## src/rtl/sdrd_deser.sv

```systemverilog
// Serial read deserializer: assembles SDRD bits into a WIDTH-bit holding
// register with ready/overrun status for the CPU.
module sdrd_deser #(
  parameter int WIDTH     = 8,
  parameter bit MSB_FIRST = 1'b1
) (
  input  logic             clk,
  input  logic             rst,
  input  logic             SSER,
  input  logic             BA13,
  input  logic             BA12,
  input  logic             BR_W,
  input  logic             SDRD,
  input  logic             bit_en,
  input  logic             rd_strb,
  output logic [WIDTH-1:0] data_q,
  output logic             rdy,
  output logic             ovr,
  output logic             busy
);

  localparam int CW = $clog2(WIDTH + 1);

  typedef enum logic {
    IDLE,
    SHIFT
  } state_t;

  state_t           r_state;
  state_t           w_state_nx;
  logic [CW-1:0]    r_cnt;
  logic [CW-1:0]    w_cnt_nx;
  logic [WIDTH-1:0] r_sr;
  logic [WIDTH-1:0] w_sr_nx;
  logic [WIDTH-1:0] w_shift;
  logic [WIDTH-1:0] r_data;
  logic             r_rdy;
  logic             r_ovr;
  logic             r_busy;
  logic             w_sel;
  logic             w_acc;
  logic             w_done;

  assign w_sel  = ~SSER & ~BA13 & BA12 & BR_W;
  assign w_acc  = w_sel & bit_en;
  assign w_done = w_acc && (r_cnt == CW'(WIDTH - 1));

  always_comb begin
    w_shift = r_sr;
    if (MSB_FIRST) w_shift = {r_sr[WIDTH-2:0], SDRD};
    else           w_shift = {SDRD, r_sr[WIDTH-1:1]};
  end

  always_ff @(posedge clk) begin
    if (rst) begin
      r_state <= IDLE;
      r_cnt   <= '0;
      r_sr    <= '0;
    end else begin
      r_state <= w_state_nx;
      r_cnt   <= w_cnt_nx;
      r_sr    <= w_sr_nx;
    end
  end

  always_comb begin
    w_state_nx = r_state;
    w_cnt_nx   = r_cnt;
    w_sr_nx    = r_sr;
    unique case (r_state)
      IDLE: begin
        if (w_acc) begin
          w_state_nx = SHIFT;
          w_cnt_nx   = CW'(1);
          w_sr_nx    = w_shift;
        end
      end
      SHIFT: begin
        // Losing select mid-word or finishing a word both restart from bit 0
        if (!w_sel || w_done) begin
          w_state_nx = IDLE;
          w_cnt_nx   = '0;
          w_sr_nx    = '0;
        end else if (w_acc) begin
          w_cnt_nx = r_cnt + CW'(1);
          w_sr_nx  = w_shift;
        end
      end
      default: begin
        w_state_nx = IDLE;
        w_cnt_nx   = '0;
        w_sr_nx    = '0;
      end
    endcase
  end

  always_ff @(posedge clk) begin
    if (rst) begin
      r_data <= '0;
      r_rdy  <= 1'b0;
      r_ovr  <= 1'b0;
      r_busy <= 1'b0;
    end else begin
      r_busy <= (w_state_nx == SHIFT);
      if (w_done) begin
        r_data <= w_shift;
        r_rdy  <= 1'b1;
        // A coincident read consumes the old word, so no overrun
        r_ovr  <= r_rdy & ~rd_strb;
      end else if (rd_strb && r_rdy) begin
        r_rdy <= 1'b0;
        r_ovr <= 1'b0;
      end
    end
  end

  assign data_q = r_data;
  assign rdy    = r_rdy;
  assign ovr    = r_ovr;
  assign busy   = r_busy;

endmodule

```

## config.mk

```make
export PLATFORM = sky130hd
export DESIGN_NAME = sdrd_deser
export DESIGN_NICKNAME = d
export VERILOG_FILES = /design/src/rtl/sdrd_deser.sv
export SDC_FILE = /design/constraint.sdc
export NUM_CORES = 1
export LEC_CHECK = 0
export BUFFER_PORTS_ARGS = -buffer_cell sky130_fd_sc_hd__buf_2
export CORE_UTILIZATION = 50
export CTS_CLUSTER_DIAMETER = 120
export DETAILED_ROUTE_END_ITERATION = 8
export GPL_TIMING_DRIVEN = 0
export PLACE_DENSITY = 0.83
export SLEW_MARGIN = 10
export SYNTH_ARGS = -nofsm -noshare
export SYNTH_HDL_FRONTEND = slang
export SYNTH_SLANG_ARGS = --single-unit
```

## constraint.sdc

```tcl
create_clock -name clk -period 3.2 [get_ports clk]
set_clock_uncertainty 0.1 [all_clocks]
set_input_delay 0.64 -clock clk [delete_from_list [all_inputs] [get_ports clk]]
set_output_delay 0.64 -clock clk [all_outputs]
set_load 0.02 [all_outputs]
```

### Word level (Yosys, flattened, before mapping)

Index checks and enable logic that the tools add are counted.
W data, S select, Z words.

* add/sub/neg operators: 1
* eq/ne operators: 3
* muxes and demuxes: 13
* bitwise operators: 9
* reduce and logical (&&, ||, !) cells: 6

Operators by type and width (count)
* $mux W8: 2
* $pmux W8 S2: 1
* $mux W4: 3
* $pmux W4 S2: 1
* $and A1 B1 Y1: 5
* $mux W1: 5
* $add A4 B1 Y4 const B: 1
* $eq A4 B3 Y1 const B: 1
* $not A1 Y1: 4
* $ne A3 B1 Y1 const B: 1
* $logic_and A1 B1 Y1: 2
* $ne A2 B2 Y1 const B: 1
* $pmux W1 S2: 1
* $reduce_and A2 Y1: 1
* $reduce_bool A2 Y1: 1
* $logic_not A1 Y1: 1
* $logic_or A1 B1 Y1: 1

* register bits after elaboration: 23
* bits of input ports: 9
* output and inout port bits: 11
* word-level logic and storage cells: 38

### Depth between registers and ports, before layout

Gate-level depths: netlist of the first run.

* depth after elaboration: 9
* mapped depth: 6
* depth with buffers taken out: 5

### Least setup slack after synthesis of the first run

OpenSTA, ideal clock, no wires.

* path kind: input to register
* from: input SSER
* to: register r_cnt[2]
* library setup time: 0.070 ns
* arrival time: 1.569 ns
* setup slack: 1.461 ns
* stages: 5
* buffers on the path: 1
* path through: and4bb_1 -> and2_1 -> buf_6 -> a221o_1 -> a21oi_1

* cells in the longest elaborated chain, start to end: 9
* elaborated cells on any way between the ends: 13
* those cells by class: eq/ne: 2; mux: 2; bitwise: 5; reduce/logical: 4

Ends and longest elaborated chain
* from (decl): RTL line 9 `input logic SSER,`
* $not A1 Y1 (*): RTL line 44 `assign w_sel = ~SSER & ~BA13 & BA12 & BR_W;`
* $and A1 B1 Y1 (*) (3 in series): RTL line 44
* $and A1 B1 Y1: RTL line 45 `assign w_acc = w_sel & bit_en;`
* $logic_and A1 B1 Y1: RTL line 46 `assign w_done = w_acc && (r_cnt == CW'(WIDTH - 1));`
* $logic_or A1 B1 Y1: RTL line 80 `if (!w_sel || w_done) begin`
* $mux W4 or $ne A3 B1 Y1 (tied branches)
* $pmux W4 S2 or $reduce_and A2 Y1 (tied branches)
* to (signal assigned): RTL line 61 `r_cnt <= w_cnt_nx;`
* to (decl): RTL line 31 `logic [CW-1:0] r_cnt;`

Every way passes the cells marked *; elsewhere a longest branch is shown, timed or not.
A chain may end at the register's enable or synchronous reset.

### Worst setup path in the final report of the first run

* from: register r_busy, in the netlist busy
* to: output busy

RTL lines
* from (decl): RTL line 39 `logic r_busy;`
* from (signal assigned): RTL line 104 `r_busy <= (w_state_nx == SHIFT);`
* to (decl): RTL line 19 `output logic busy`

No word-level cell between the ends.

==> results.json, run 1 <==
{
  "power_mw": 0.509,
  "drv_slew": 0,
  "antenna_cells": 0,
  "num_rows": 14,
  "cts_buffers": 3,
  "die-height_um": 44.1,
  "crit_chain": "buf_2",
  "drt_iter0_drc": 23,
  "cts_hold_buf": 0,
  "cts_tree": "yes",
  "crit_arrival_ps": 1040,
  "dp_hpwl_um": 1300,
  "nets": 140,
  "cts.clk_slew.worst_paths_ps": 120,
  "clk_latency_ps": 310,
  "post-route-period-util": 0.555,
  "ant_nets": 0,
  "p_per_area_nw_per_um2": 483,
  "die_x_um": 44.1,
  "finalHoldViolCount": 0,
  "critPathRequiredTime_ps": 2460,
  "r2r_cells": 5,
  "setup_tns_ps": 0,
  "die_area_um2": 1940,
  "cts_resized": 0,
  "startpoint_type": "flop",
  "wl_um": 1830,
  "area_growth_pct": 18.9,
  "startpoint": "busy",
  "yosysWarnings": 0,
  "first_global_vias": 708,
  "synth-edff-count": 0,
  "grt_max_degree": 14,
  "synth.distinct_cells": 25,
  "synth_top_area_frac": 0.497,
  "overflow": 0,
  "track_usage": 0.207,
  "worst-path-stages": 1,
  "place_inst": 141,
  "antenna_found_initial": 0,
  "min-delay-start": "data_q[2]",
  "crit_slowest_cell": "dfxtp_1",
  "crit_type": "flop to output port",
  "cap_viol_max_count": 0,
  "drive_gt1_frac": 0.202,
  "yosysSeqAreaShare": 0.497,
  "outcome": "finished with violations",
  "slowest_delay_ps": 500,
  "core-area_um2": 1580,
  "clockRootBuffer": "clkbuf_4",
  "setup-violations-final": 0,
  "worst_pin_slew_ps": 448,
  "vias": 801,
  "syn-instance-count": 106,
  "cts_sinks": 22,
  "ir_drop_mv": 0.263,
  "grt_pass1_wl_um": 2930,
  "wl_per_cell_um": 12.6,
  "io_buffers": 19,
  "clock_path_buffers": 2,
  "rsz0062_at_grt": "no",
  "yosys-top-cells-count": "nand2_1, dfxtp_1, a21oi_1, nand3_1",
  "async_flop_share": 0,
  "place_ws_ps": 1240,
  "ios": 20,
  "worst_slack_ps": 1420,
  "synth-seq-cells": 22,
  "via_per_inst": 5.52,
  "utilization": 0.668,
  "slew_headroom": 0.701,
  "critical-path-top-delay-family": "flip-flops",
  "cp_num_buf_inv": 1,
  "synth_most_common_cell": "nand2_1",
  "syn_area_per_cell_um2": 8.36,
  "yosysTopAreaCell": "dfxtp_1",
  "synthesis.nets": 116,
  "cts_setup_buffers": 0,
  "finalWeightedCongestion": 0.732,
  "h-tree-depth": 1,
  "fin_crit_ps": 1780,
  "firstDrtPassIters": 6,
  "synth_area_um2": 886,
  "crit_path_end_kind": "output port",
  "synth_flop_cell": "dfxtp_1",
  "worstPathMaxFanout": 9,
  "drc": 2,
  "initial_core_util": 0.562,
  "reg2reg_from": "r_cnt[0]",
  "instances_no_fill": 145,
  "fmax_mhz": 563,
  "hold_class": "flop to flop",
  "p_leak_nw": 0.410,
  "whs_path_depth": 2,
  "synth_top_cells_by_area": "dfxtp_1, a21oi_1, nand2_1, nand3_1, o21ai_0",
  "violations": "design-rule violations"
}
[area by class of cell]
cell class / count / area [µm²]
multi-input cells: 79 / 414
repair buffers: 19 / 95.1
inverters: 1 / 3.75
plain buffers: 4 / 27.5
well taps: 16 / 20.0
clock inverters: 1 / 30.0
fillers: 124 / 523
clock buffers: 3 / 22.5
flip-flops and latches: 22 / 440
[power by group]
group / switching [mW] / internal [mW] / leakage [nW]
sequential: 0.00102 / 0.275 / 0.177
combinational: 0.0120 / 0.00824 / 0.205
clock: 0.0864 / 0.127 / 0.0279
total: 0.0994 / 0.409 / 0.410
[path summary, 6_finish.rpt]
| kind | to | slack [ps] |
|---|---|---|
| setup / recovery | busy | 1420 |
| hold / removal | data_q[2] | 360 |
| setup reg to reg | ovr | 1520 |
| hold reg to reg | data_q[2] | 360 |
[kinds of logic after synthesis]
group                      Yosys count  share of synthesized area
and+or+nand+nor                     48                      0.260
AOI/OAI and AO/OA                   29                      0.182
DFF                                 22                      0.497
buffers and inverters                5                     0.0353
muxes                                1                     0.0113
adders and majority gates            1                     0.0141
[metal layers]
metal | track usage | wire length (µm) | up-vias
li1 | - | - | 415
met1 | 0.242 | 768 | 359
met2 | 0.368 | 931 | 23
met3 | 0.0367 | 106 | 4
met4 | 0.0909 | 25 | 0
met5 | 0 | 0 | -
[cell usage in the layout (no fill, tap or decap), drive strengths merged]
cell | synthesis | routed
nand3b | 1 | 1
nor2 | 4 | 4
nand4 | 1 | 1
mux2i | 1 | 1
a221o | 1 | 1
bufinv | 0 | 1
clkbuf | 1 | 4
o21ai | 4 | 4
and2 | 1 | 1
nand2b | 1 | 1
and4bb | 1 | 1
a2111oi | 1 | 1
inv | 1 | 1
a22oi | 1 | 1
nand2 | 25 | 25
nand4bb | 1 | 1
or3 | 2 | 2
buf | 3 | 22
ha | 1 | 1
a21o | 2 | 2
and3b | 1 | 1
dfxtp | 22 | 22
a21oi | 20 | 20
nand3 | 10 | 10
[per-stage QoR]
stage	cell area [µm²]	hold WS (ps)
2_1_floorplan	886	337
3_3_place_gp	1000	339
3_5_place_dp	1000	343
4_1_cts	1050	361
5_1_grt	1050	386
6_report	1050	357
[registers in the layout (all words and copies together), names as in the netlist]
| signal | flops |
|---|---|
| busy | 1 |
| data_q | 8 |
| ovr | 1 |
| r_cnt | 4 |
| r_sr | 7 |
| rdy | 1 |
(Power assumes the default switching activity.)
==> run 2, diff against run 1 <==
==> constraint.sdc (replaced) <==
create_clock -name clk -period 1.8 [get_ports clk]
set_clock_uncertainty 0.1 [all_clocks]
set_input_delay 0.36 -clock clk [delete_from_list [all_inputs] [get_ports clk]]
set_output_delay 0.36 -clock clk [all_outputs]
set_load 0.02 [all_outputs]
==> run 2 against run 1 <==
The run still ends with design-rule violations left; total power is 78% higher; sequential power grew 78%; global-route usage unchanged; register-to-register slack worse by 1400 ps; setup slack got worse by 1300 ps; critical path depth increased by 4.
==> results.json, run 2 (synthesis results as in run 1) <==
{
  "outcome": "finished with violations",
  "violations": "design-rule violations",
  "grt_pass1_wl_um": 2930,
  "via_per_inst": 5.45,
  "multi_input_area_um2": 415,
  "die_x_um": 44.1,
  "ir_drop_mv": 0.476,
  "wl_um": 1850,
  "drt_iter0_drc": 24,
  "p_per_area_nw_per_um2": 861,
  "fill_cells": 124,
  "finalWeightedCongestion": 0.732,
  "crit_slowest_cell": "dfxtp_1",
  "antenna_cells": 0,
  "core-area_um2": 1580,
  "ant_nets": 0,
  "drive_gt1_frac": 0.202,
  "drv_slew": 0,
  "track_usage": 0.207,
  "power_mw": 0.908,
  "overflow": 0,
  "drc": 2,
  "r2r_end": "ovr",
  "clock_path_buffers": 2,
  "startpoint_type": "flop",
  "setup_tns_ps": 0,
  "clk_latency_ps": 310,
  "firstDrtPassIters": 7,
  "mostFrequentLayoutCells": "nand2_1, dfxtp_1, buf_2, a21oi_1, nand3_1",
  "grt_max_degree": 14,
  "utilization": 0.669,
  "post-route-period-util": 0.915,
  "slowest_delay_ps": 400,
  "antenna_found_initial": 0,
  "cts.clk_slew.worst_paths_ps": 130,
  "crit_arrival_ps": 1760,
  "clockRootBuffer": "clkbuf_4",
  "initial_core_util": 0.562,
  "reg2reg_from": "r_cnt[0]",
  "cts_hold_buf": 0,
  "hold_class": "primary input to flop",
  "p_leak_nw": 0.410,
  "h-tree-depth": 1,
  "cts_buffers": 3,
  "cts_tree": "yes",
  "crit_chain": "ha_1 > and3b_1 > buf_2 > a21oi_1 > a2111oi_1",
  "worst_pin_slew_ps": 450,
  "r2r_cells": 5,
  "die_area_um2": 1940,
  "cap_viol_max_count": 0,
  "fin_crit_ps": 1650,
  "hold_end": "ovr",
  "area_growth_pct": 19.1,
  "critPathRequiredTime_ps": 1910,
  "fmax_mhz": 607,
  "slew_headroom": 0.700,
  "worstPathMaxFanout": 10,
  "layout_commonest_cell": "nand2_1",
  "whs_path_depth": 2,
  "rsz0062_at_grt": "no",
  "finalHoldViolCount": 0,
  "num_rows": 14,
  "rrSetupSlack_ps": 150,
  "largest_register_ffs": 8,
  "cts_sinks": 22,
  "wl_per_cell_um": 12.7,
  "crit_path_end_kind": "flop",
  "io_buffers": 19,
  "nets": 140,
  "ios": 20,
  "crit_type": "flop to flop",
  "register_area_um2": 440,
  "die-height_um": 44.1,
  "vias": 790,
  "dp_hpwl_um": 1300,
  "min-delay-start": "rd_strb",
  "setup-violations-final": 0,
  "first_global_vias": 708
}
-- run 2: cell counts in the layout (fill, tap and decap cells not counted) --
No cell type changed its count.
-- run 2: worst max path at each step --
stage | startpoint | end | cells after the start
CTS | r_cnt[0] | ovr | 5
global placement | SSER | data_q[0] | 7
detailed placement | SSER | data_q[0] | 7
finish | r_cnt[0] | ovr | 5
floorplan | SSER | r_cnt[2] | 5
global route | r_cnt[0] | ovr | 5
-- run 2: power by group --
part           total [mW]  switching (mW)  leakage, nW  internal (mW)
Clock               0.382           0.157       0.0279          0.225
Combinational      0.0361          0.0214        0.205         0.0147
Sequential          0.490         0.00183        0.177          0.488
Total               0.908           0.180        0.410          0.728
-- run 2: cell type report --
class	instances	area share
Sequential cell	22	0.418
Buffer	4	0.0261
Timing Repair Buffer	19	0.0902
Clock buffer	3	0.0214
Multi-Input combinational cell	79	0.394
Inverter	1	0.00356
Clock inverter	1	0.0285
Tap cell	16	0.0190
-- run 2: routing by layer --
layer / vias up / track usage / wire, µm
met5: - / 0 / 0
met4: 0 / 0.0909 / 25
met3: 4 / 0.0367 / 85
met2: 17 / 0.368 / 918
met1: 353 / 0.242 / 816
li1: 416 / - / -
-- run 2: per-stage QoR --
step | cell area [µm²] | cells | setup slack, ps | hold WS, ps
floorplan | 886 | 106 | 341 | 329
global placement | 1000 | 141 | 163 | 339
detailed placement | 1000 | 141 | 119 | 343
CTS | 1050 | 145 | 137 | 147
global route | 1050 | 145 | 7.22 | 138
finish | 1050 | 145 | 153 | 137
-- run 2: what timing repair did --
item / CTS / global route
setup endpoints to repair: 0 / 1
buffers inserted: 0 / 0
resized for setup: 0 / 1
-- run 2: worst max-delay path, delay by kind of cell (launching register included) --
family / cells / cell delay (ps)
AOI/OAI and AO/OA: 2 / 400
adders and majority gates: 1 / 220
buffers and inverters: 1 / 220
DFF: 1 / 400
and+or+nand+nor: 1 / 210
==> run 3, diff against run 2 <==
--- a/config.mk
+++ b/config.mk
@@ -5,12 +5,12 @@
 export SDC_FILE = /design/constraint.sdc
 export NUM_CORES = 1
 export LEC_CHECK = 0
-export BUFFER_PORTS_ARGS = -buffer_cell sky130_fd_sc_hd__buf_2
 export CORE_UTILIZATION = 50
 export CTS_CLUSTER_DIAMETER = 120
 export DETAILED_ROUTE_END_ITERATION = 8
+export DONT_BUFFER_PORTS = 1
 export GPL_TIMING_DRIVEN = 0
-export PLACE_DENSITY = 0.83
+export PLACE_DENSITY = 0.73
 export SLEW_MARGIN = 10
 export SYNTH_ARGS = -nofsm -noshare
 export SYNTH_HDL_FRONTEND = slang
==> run 3 against run 2 <==
The run still ends with design-rule violations left; die area unchanged; final cell count down 12%; routed wire length decreased by 12%; global-route usage decreased by 2.0 points; critical endpoint unchanged; largest power group unchanged.
==> results.json, run 3 (synthesis results as in run 1) <==
{
  "vias": 738,
  "drv_slew": 0,
  "initial_core_util": 0.562,
  "power_mw": 0.885,
  "cts_hold_buf": 1,
  "clk_latency_ps": 310,
  "outcome": "finished with violations",
  "crit_path_end_kind": "flop",
  "min-delay-start": "rst",
  "antenna_cells": 0,
  "critPathRequiredTime_ps": 1900,
  "largest_register_ffs": 8,
  "p_per_area_nw_per_um2": 914,
  "finalHoldViolCount": 0,
  "crit_type": "flop to flop",
  "post-route-period-util": 0.917,
  "rsz0062_at_grt": "no",
  "area_growth_pct": 9.32,
  "cts_setup_buffers": 0,
  "worst_pin_slew_ps": 451,
  "nets": 122,
  "die_area_um2": 1940,
  "antenna_found_initial": 0,
  "reg2reg_from": "r_cnt[0]",
  "ir_drop_mv": 0.706,
  "violations": "design-rule violations",
  "first_global_vias": 632,
  "drc": 2,
  "final_area_um2": 968,
  "ios": 20,
  "track_usage": 0.187,
  "cap_viol_max_count": 0,
  "slew_headroom": 0.699,
  "via_per_inst": 5.81,
  "clock_path_buffers": 2,
  "setup_tns_ps": 0,
  "core-area_um2": 1580,
  "wl_per_cell_um": 12.9,
  "die_x_um": 44.1,
  "startpoint": "r_cnt[0]",
  "fin_crit_ps": 1650,
  "h-tree-depth": 1,
  "rrSetupSlack_ps": 150,
  "clockRootBuffer": "clkbuf_4",
  "setup-violations-final": 0,
  "wl_um": 1630,
  "cts_sinks": 22,
  "fmax_mhz": 606,
  "crit_arrival_ps": 1750,
  "finalWeightedCongestion": 0.764,
  "worstPathMaxFanout": 10,
  "mostFrequentLayoutCells": "nand2_1, dfxtp_1, a21oi_1, nand3_1",
  "startpoint_type": "flop",
  "layout_commonest_cell": "nand2_1",
  "cts_buffers": 3,
  "overflow": 0,
  "placed_area_um2": 906,
  "ant_nets": 0,
  "grt_max_degree": 14,
  "dp_hpwl_um": 1130,
  "cts.clk_slew.worst_paths_ps": 120,
  "io_buffers": 0,
  "grt_pass1_wl_um": 2660,
  "die-height_um": 44.1,
  "cts_tree": "yes",
  "firstDrtPassIters": 6,
  "cts_resized": 0,
  "drive_gt1_frac": 0.0631,
  "num_rows": 14,
  "fill_cells": 141,
  "hold_class": "primary input to flop",
  "drt_iter0_drc": 37,
  "p_leak_nw": 0.321
}
-- run 3: cell types whose count changed in the layout (fill, tap and decap cells not counted), sizes merged --
cell and delta:
buf -19, dlygate4sd3 +1
-- run 3: final timing paths --
| path | end | cells past startpoint |
|---|---|---|
| max | ovr | 5 |
| min | ovr | 1 |
| max reg2reg | ovr | 5 |
| min reg2reg | r_sr[6] | 2 |
-- run 3: through the flow --
step | hold WS, ps | instances | utilization | setup slack (ps)
after floorplan | 329 | 106 | - | 341
after global placement | 331 | 122 | 0.575 | 184
after detailed placement | 333 | 122 | 0.575 | 165
after CTS | 18.6 | 127 | 0.614 | 114
after global routing | 8.60 | 127 | 0.614 | 36.0
final | 25.1 | 127 | 0.614 | 150
-- run 3: report_power, final --
part	internal, mW	switching (mW)	total, mW
clock network	0.225	0.146	0.371
registers	0.488	0.00244	0.490
logic	0.00974	0.0140	0.0237
-- run 3: cell type report --
type,count,area (µm²),area share
clock inverters,1,30.0,0.0310
well taps,16,20.0,0.0207
clock buffers,3,22.5,0.0233
multi-input cells,79,414,0.428
plain buffers,4,27.5,0.0284
flip-flops and latches,22,440,0.455
inverters,1,3.75,0.00388
repair buffers,1,10.0,0.0103
-- run 3: layer usage --
layer / up-vias / share of wire / global-route usage
met5: - / 0 / 0
met4: 0 / 0.0086 / 0.0909
met3: 2 / 0.035 / 0.0408
met2: 15 / 0.47 / 0.303
met1: 337 / 0.49 / 0.237
li1: 384 / - / -
-- run 3: critical path, stage by stage (launching register included) --
cell       delay [ps]
dfxtp_1           400
ha_1              200
and3b_1           210
buf_2             230
a21oi_1            90
a2111oi_0         310
